**src/rtl/stream_arbiter_if.sv**
```systemverilog
// Requester-side and FIFO-side signals of stream_arbiter. The master side drives the requests.
// The slave side is the arbiter itself.
interface stream_arbiter_if #(
  parameter int NPORTS  = 4,
  parameter int WIDTH   = 8,
  parameter int SRCBITS = $clog2(NPORTS)
);
  logic [NPORTS*WIDTH-1:0] in_data;
  logic [NPORTS-1:0]       in_last;
  logic [NPORTS-1:0]       in_valid;
  logic [NPORTS-1:0]       in_ready;
  logic [WIDTH-1:0]        out_data;
  logic                    out_last;
  logic [SRCBITS-1:0]      out_src;
  logic                    out_valid;
  logic                    out_ready;
  logic [NPORTS-1:0]       trunc_err;
  logic [NPORTS-1:0]       err_clr;

  modport master (
    output in_data, in_last, in_valid, out_ready, err_clr,
    input  in_ready, out_data, out_last, out_src, out_valid, trunc_err
  );

  modport slave (
    input  in_data, in_last, in_valid, out_ready, err_clr,
    output in_ready, out_data, out_last, out_src, out_valid, trunc_err
  );
endinterface

```
**src/rtl/stream_arbiter.sv**
```systemverilog
// Round-robin, packet-locked arbiter merging NPORTS valid/ready streams onto one FIFO write port.
// A grant is held until the last beat, or until MAXLEN beats force the packet to end.
module stream_arbiter #(
  parameter int NPORTS  = 4,
  parameter int WIDTH   = 8,
  parameter int MAXLEN  = 256,
  parameter int SRCBITS = $clog2(NPORTS),
  parameter int LENBITS = $clog2(MAXLEN + 1)
) (
  input logic            clk,
  input logic            reset,
  stream_arbiter_if.slave bus
);
  typedef enum logic {IDLE, BUSY} state_t;

  state_t             state, state_nxt;
  logic [SRCBITS-1:0] grant, grant_nxt;
  logic [SRCBITS-1:0] rr_last, rr_last_nxt;
  logic [SRCBITS-1:0] pick, cand;
  logic [LENBITS-1:0] beats, beats_nxt;
  logic [NPORTS-1:0]  trunc_err, trunc_nxt;
  logic               found, at_max, accept, busy;

  // Scan rr_last+1, rr_last+2, ... so the most recently served port is considered last.
  always_comb begin
    pick  = '0;
    cand  = '0;
    found = 1'b0;
    for (int i = 1; i <= NPORTS; i++) begin
      cand = SRCBITS'((int'(rr_last) + i) % NPORTS);
      if (!found && bus.in_valid[cand]) begin
        found = 1'b1;
        pick  = cand;
      end
    end
  end

  // Reset gates the handshake combinationally so no beat slips through in a reset cycle.
  assign busy   = (state == BUSY) && !reset;
  assign at_max = (beats == LENBITS'(MAXLEN - 1));
  assign accept = bus.out_valid & bus.out_ready;

  assign bus.out_data  = bus.in_data[int'(grant)*WIDTH +: WIDTH];
  assign bus.out_last  = bus.in_last[grant] | at_max;
  assign bus.out_src   = grant;
  assign bus.out_valid = busy & bus.in_valid[grant];
  assign bus.trunc_err = trunc_err;

  always_comb begin
    bus.in_ready = '0;
    if (busy) bus.in_ready[grant] = bus.out_ready;
  end

  always_comb begin
    state_nxt   = state;
    grant_nxt   = grant;
    rr_last_nxt = rr_last;
    beats_nxt   = beats;
    trunc_nxt   = trunc_err & ~bus.err_clr;
    case (state)
      IDLE: begin
        if (found) begin
          grant_nxt = pick;
          beats_nxt = '0;
          state_nxt = BUSY;
        end
      end
      BUSY: begin
        if (accept) begin
          if (bus.out_last) begin
            state_nxt   = IDLE;
            rr_last_nxt = grant;
            beats_nxt   = '0;
          end else begin
            beats_nxt = beats + LENBITS'(1);
          end
          // A forced end sets the flag after the clear so a simultaneous set wins.
          if (at_max && !bus.in_last[grant]) trunc_nxt[grant] = 1'b1;
        end
      end
      default: state_nxt = IDLE;
    endcase
  end

  always_ff @(posedge clk) begin
    if (reset) begin
      state     <= IDLE;
      grant     <= '0;
      rr_last   <= SRCBITS'(NPORTS - 1);
      beats     <= '0;
      trunc_err <= '0;
    end else begin
      state     <= state_nxt;
      grant     <= grant_nxt;
      rr_last   <= rr_last_nxt;
      beats     <= beats_nxt;
      trunc_err <= trunc_nxt;
    end
  end
endmodule

```
**src/flat_wrapper.sv**
```systemverilog
// flat-port wrapper written by rule: the top's interface ports become plain ports
module stream_arbiter_flat 
#(
  parameter int NPORTS  = 4,
  parameter int WIDTH   = 8,
  parameter int MAXLEN  = 256,
  parameter int SRCBITS = $clog2(NPORTS),
  parameter int LENBITS = $clog2(MAXLEN + 1)
)
  (clk, reset, bus_in_data, bus_in_last, bus_in_valid, bus_out_ready, bus_err_clr, bus_in_ready, bus_out_data, bus_out_last, bus_out_src, bus_out_valid, bus_trunc_err);
  stream_arbiter_if #(.NPORTS(NPORTS), .WIDTH(WIDTH), .SRCBITS(SRCBITS)) bus_i ();
  input logic clk;
  input logic reset;
  input wire logic [$bits(bus_i.in_data)-1:0] bus_in_data;
  input wire logic [$bits(bus_i.in_last)-1:0] bus_in_last;
  input wire logic [$bits(bus_i.in_valid)-1:0] bus_in_valid;
  input wire logic [$bits(bus_i.out_ready)-1:0] bus_out_ready;
  input wire logic [$bits(bus_i.err_clr)-1:0] bus_err_clr;
  output wire logic [$bits(bus_i.in_ready)-1:0] bus_in_ready;
  output wire logic [$bits(bus_i.out_data)-1:0] bus_out_data;
  output wire logic [$bits(bus_i.out_last)-1:0] bus_out_last;
  output wire logic [$bits(bus_i.out_src)-1:0] bus_out_src;
  output wire logic [$bits(bus_i.out_valid)-1:0] bus_out_valid;
  output wire logic [$bits(bus_i.trunc_err)-1:0] bus_trunc_err;
  assign bus_i.in_data = bus_in_data;
  assign bus_i.in_last = bus_in_last;
  assign bus_i.in_valid = bus_in_valid;
  assign bus_i.out_ready = bus_out_ready;
  assign bus_i.err_clr = bus_err_clr;
  assign bus_in_ready = bus_i.in_ready;
  assign bus_out_data = bus_i.out_data;
  assign bus_out_last = bus_i.out_last;
  assign bus_out_src = bus_i.out_src;
  assign bus_out_valid = bus_i.out_valid;
  assign bus_trunc_err = bus_i.trunc_err;
  stream_arbiter #(.NPORTS(NPORTS), .WIDTH(WIDTH), .MAXLEN(MAXLEN), .SRCBITS(SRCBITS), .LENBITS(LENBITS)) u_core (.clk(clk), .reset(reset), .bus(bus_i));
endmodule
```
**config.mk**
```make
export PLATFORM = sky130hd
export DESIGN_NAME = stream_arbiter_flat
export DESIGN_NICKNAME = d
export VERILOG_FILES = /design/src/rtl/stream_arbiter_if.sv /design/src/rtl/stream_arbiter.sv /design/src/flat_wrapper.sv
export SDC_FILE = /design/constraint.sdc
export NUM_CORES = 1
export LEC_CHECK = 0
export BUFFER_PORTS_ARGS = -buffer_cell sky130_fd_sc_hd__buf_2
export CELL_PAD_IN_SITES_DETAIL_PLACEMENT = 1
export CELL_PAD_IN_SITES_GLOBAL_PLACEMENT = 2
export CORE_ASPECT_RATIO = 1.2
export CORE_UTILIZATION = 24
export CTS_CLUSTER_SIZE = 28
export DETAILED_ROUTE_END_ITERATION = 7
export PLACE_DENSITY = 0.8
export SYNTH_ARGS = -nofsm -noshare
export SYNTH_HDL_FRONTEND = slang
export SYNTH_SLANG_ARGS = --single-unit
```
**constraint.sdc**
```tcl
create_clock -name clk -period 1.9 [get_ports clk]
set_input_delay 0.095 -clock clk [delete_from_list [all_inputs] [get_ports clk]]
set_output_delay 0.095 -clock clk [all_outputs]
set_load 0.1 [all_outputs]
```
==> impl_metrics.ini <==
[placement]
pre_cts_slack_ns = 0.0591
routabilityCongestion = 0.791
portBuffers = 66
dp_cells = 248
post_dp_cell_area_um2 = 1650
dp_hpwl_mm = 2.96

[clocking]
cts_tree = built
clk_latency_ns = 0.26
ctsHtreeMaxLevel = 1
clk_path_buf_depth = 2
cts_buffers = 3
cts_setup_buffers = 0
cts.clk_slew.worst_paths_ns = 0.07
cts_sinks = 18
cts-root-buf = clkbuf_8
ctsHoldBuffers = 0

[yosys]
netlist_area_um2 = 1200
syn_nets = 175
synth.area.mux_share_pct = 20.5
yosysWarnings = 0
synthXorXnorAreaFrac_pct = 0.732
yosysTopAreaCell = dfxtp_1
ys.flop_type = dfxtp_1
synth.distinct_cells = 36
synth.top_cell.area_share_pct = 30.1
synth_top_family_by_area = simple AND/OR/NAND/NOR gates
synth_cells = 126
synth-simple-area-share_pct = 21.2
ys_seq_elements = 18
synth_area_leaders = dfxtp_1, mux4_2, a21oi_1, nand2_1, nor2_1
synth.avg_cell_area_um2 = 9.49
synth_fa_ha_area_share_pct = 2.09
synth_most_common_cell = dfxtp_1
ys_seq_area_share_pct = 30.1
yosys-top-cells-count = dfxtp_1, nand2_1, nor2_1
synth_compound_area_share_pct = 18.7
async_flop_share_pct = 0
synth_edf_count = 0

[status]
outcome = finished clean

[timing]
hold_violations = 0
clock.fmax_ghz = 0.539
tightest_slew_ns = 0.496
worst_slack_ns = 0.0456
fin_crit_sh_pct = 97.6
fin_worst_skew_ns = 0.00371
slew_viol_final = 0
min_period_ns = 1.85
max_slew_margin_pct = 67.2
setup_viol = 0
whs_ns = 0.0207

[run]
maxCapViolCount = 0

[global_routing]
grt_pass1_vias = 1407
grt_pass1_wl_mm = 6.04
grtUsageTotal_pct = 15.2
grt_max_degree = 16
antenna_found_initial = 0
grt-ovfl-total = 0

[power]
ir_worst_vdd_v = 0.000288
p_leak_nw = 0.714
power.density_nw_per_um2 = 698

[detailed_routing]
drt_first_pass_iters = 3
vias = 1256
postRouteAntennaNets = 0
wirelength_mm = 3.59
viasPerCell = 4.98
routedWlPerCell_um = 14.2
first_iter_violations = 16
drc = 0

[floorplanning]
die_area_um2 = 5270
die_w_um = 66.4
start_util_pct = 25.5
die_h_um = 79.3
num_rows = 27
fp.coreArea_um2 = 4700
io_pins = 67

[min_path]
holdPathStages = 2
hold_class = in2reg
worstHoldEndpoint = u_core.bus.trunc_err[1]$_SDFF_PP0_
hold_path.startpoint = bus_err_clr[1]

[cells_and_area]
fin_util_pct = 37.2
finalNetCount = 244
stdcell_area_um2 = 1750
area_growth_pct = 46.0
final_layout_size_suffix_gt1_share_pct = 53.1
diodes = 0
instances_no_fill = 252

[setup_path]
crit_slowest_cell = mux4_2
cpPeakStageDelay_ns = 0.54
start_kind = flop
cp_top_family = multiplexers
reg2reg_slack_ns = 0.16
worstPathRequired_ns = 1.80
path_cells = mux4_2, buf_4, and2_4, buf_2
critical_path_peak_fanout = 4
r2r_cells = 6
r2r-start = u_core.beats[0]$_SDFFE_PP0P_
path_class = reg2out
worst_ep_arrival_time_ns = 1.76
worst_r2r_endpoint = u_core.rr_last[0]$_SDFFE_PP1P_
end_kind = primary output
crit_buf_inv = 2
==> metrics by stage <==
step	setup TNS, ns	total power [mW]
2_1_floorplan	-0.255	0.791
3_3_place_gp	0	0.907
3_5_place_dp	0	0.908
4_1_cts	0	1.23
5_1_grt	-0.00823	1.27
6_report	0	1.22
==> per-layer routing <==
layer	wire [um]	global-route usage (%)	share of wire (%)	up-vias
met2	1910	28.2	53	61
met5	0	0	0	-
met1	1360	16.7	38	584
li1	-	-	-	604
met4	68	5.74	1.9	0
met3	247	3.02	6.9	7
==> logic make-up after synthesis <==
group                      count (synthesis)
and+or+nand+nor                           48
AOI/OAI and AO/OA                         30
DFF                                       18
buffers and inverters                     15
muxes                                     12
adders and majority gates                  2
xor gates and xnor gates                   1
==> cell usage in the layout (no fill, tap or decap), drive strengths merged <==
cell type and count:
a2111o 1, a211o 3, a211oi 1, a21o 1
a21oi 9, a22oi 1, a311oi 1, a31oi 1
and2 2, and3b 1, and4 1, buf 65
clkbuf 9, dfxtp 18, ha 2, inv 9
mux2i 2, mux4 10, nand2 11, nand2b 4
nand3 4, nand4b 2, nor2 11, nor2b 2
nor3 2, o211ai 1, o21ai 6, o22a 1
o31ai 1, o32ai 3, or2 1, or2b 1
or3 4, or4 2, xor2 1
==> sequential cells by signal, summed over array words and instances, names as in the netlist <==
signal and cells:
u_core.bus.trunc_err 4, u_core.bus.out_src 2, u_core.rr_last 2, u_core.beats 9, u_core.state 1
==> worst register-to-register path: stages (launching register included) <==
cell,delay [ns]
dfxtp_2,0.37
ha_2,0.22
nand3_2,0.13
nor3_2,0.19
ha_2,0.22
o211ai_2,0.18
a211o_1,0.33
==> final cells by class <==
type,instances,area [um^2]
multi-input combinational,93,823
clock buffer,4,55.1
tap,58,72.6
inverter,9,33.8
sequential,18,370
timing repair buffer,70,392
fill,578,2950
==> how the worst max path moves through the flow <==
stage	startpoint	depth (start not counted)	slack [ns]	endpoint
after floorplan	u_core.bus.out_src[0]$_SDFFE_PP0P_	5	-0.12	u_core.beats[2]$_SDFFE_PP0P_
after global routing	u_core.beats[0]$_SDFFE_PP0P_	6	-0.008	bus_out_last
final	u_core.bus.out_src[1]$_SDFFE_PP0P_	4	0.05	bus_out_valid
after detailed placement	u_core.beats[0]$_SDFFE_PP0P_	7	0.06	u_core.beats[8]$_SDFFE_PP0P_
after CTS	u_core.beats[0]$_SDFFE_PP0P_	6	0.03	bus_out_last
after global placement	u_core.beats[0]$_SDFFE_PP0P_	7	0.13	u_core.beats[8]$_SDFFE_PP0P_
==> power by group <==
group	internal [mW]	switching (mW)	leakage, nW
logic	0.153	0.349	0.537
clock network	0.184	0.132	0.0288
registers	0.387	0.0124	0.148
total	0.724	0.494	0.714
==> what timing repair did <==
action | CTS | global route
endpoints found under the setup margin | 1 | 17
gates resized for setup | 3 | 10
cloned | 0 | 0
Power figures use the tool's default switching activity.
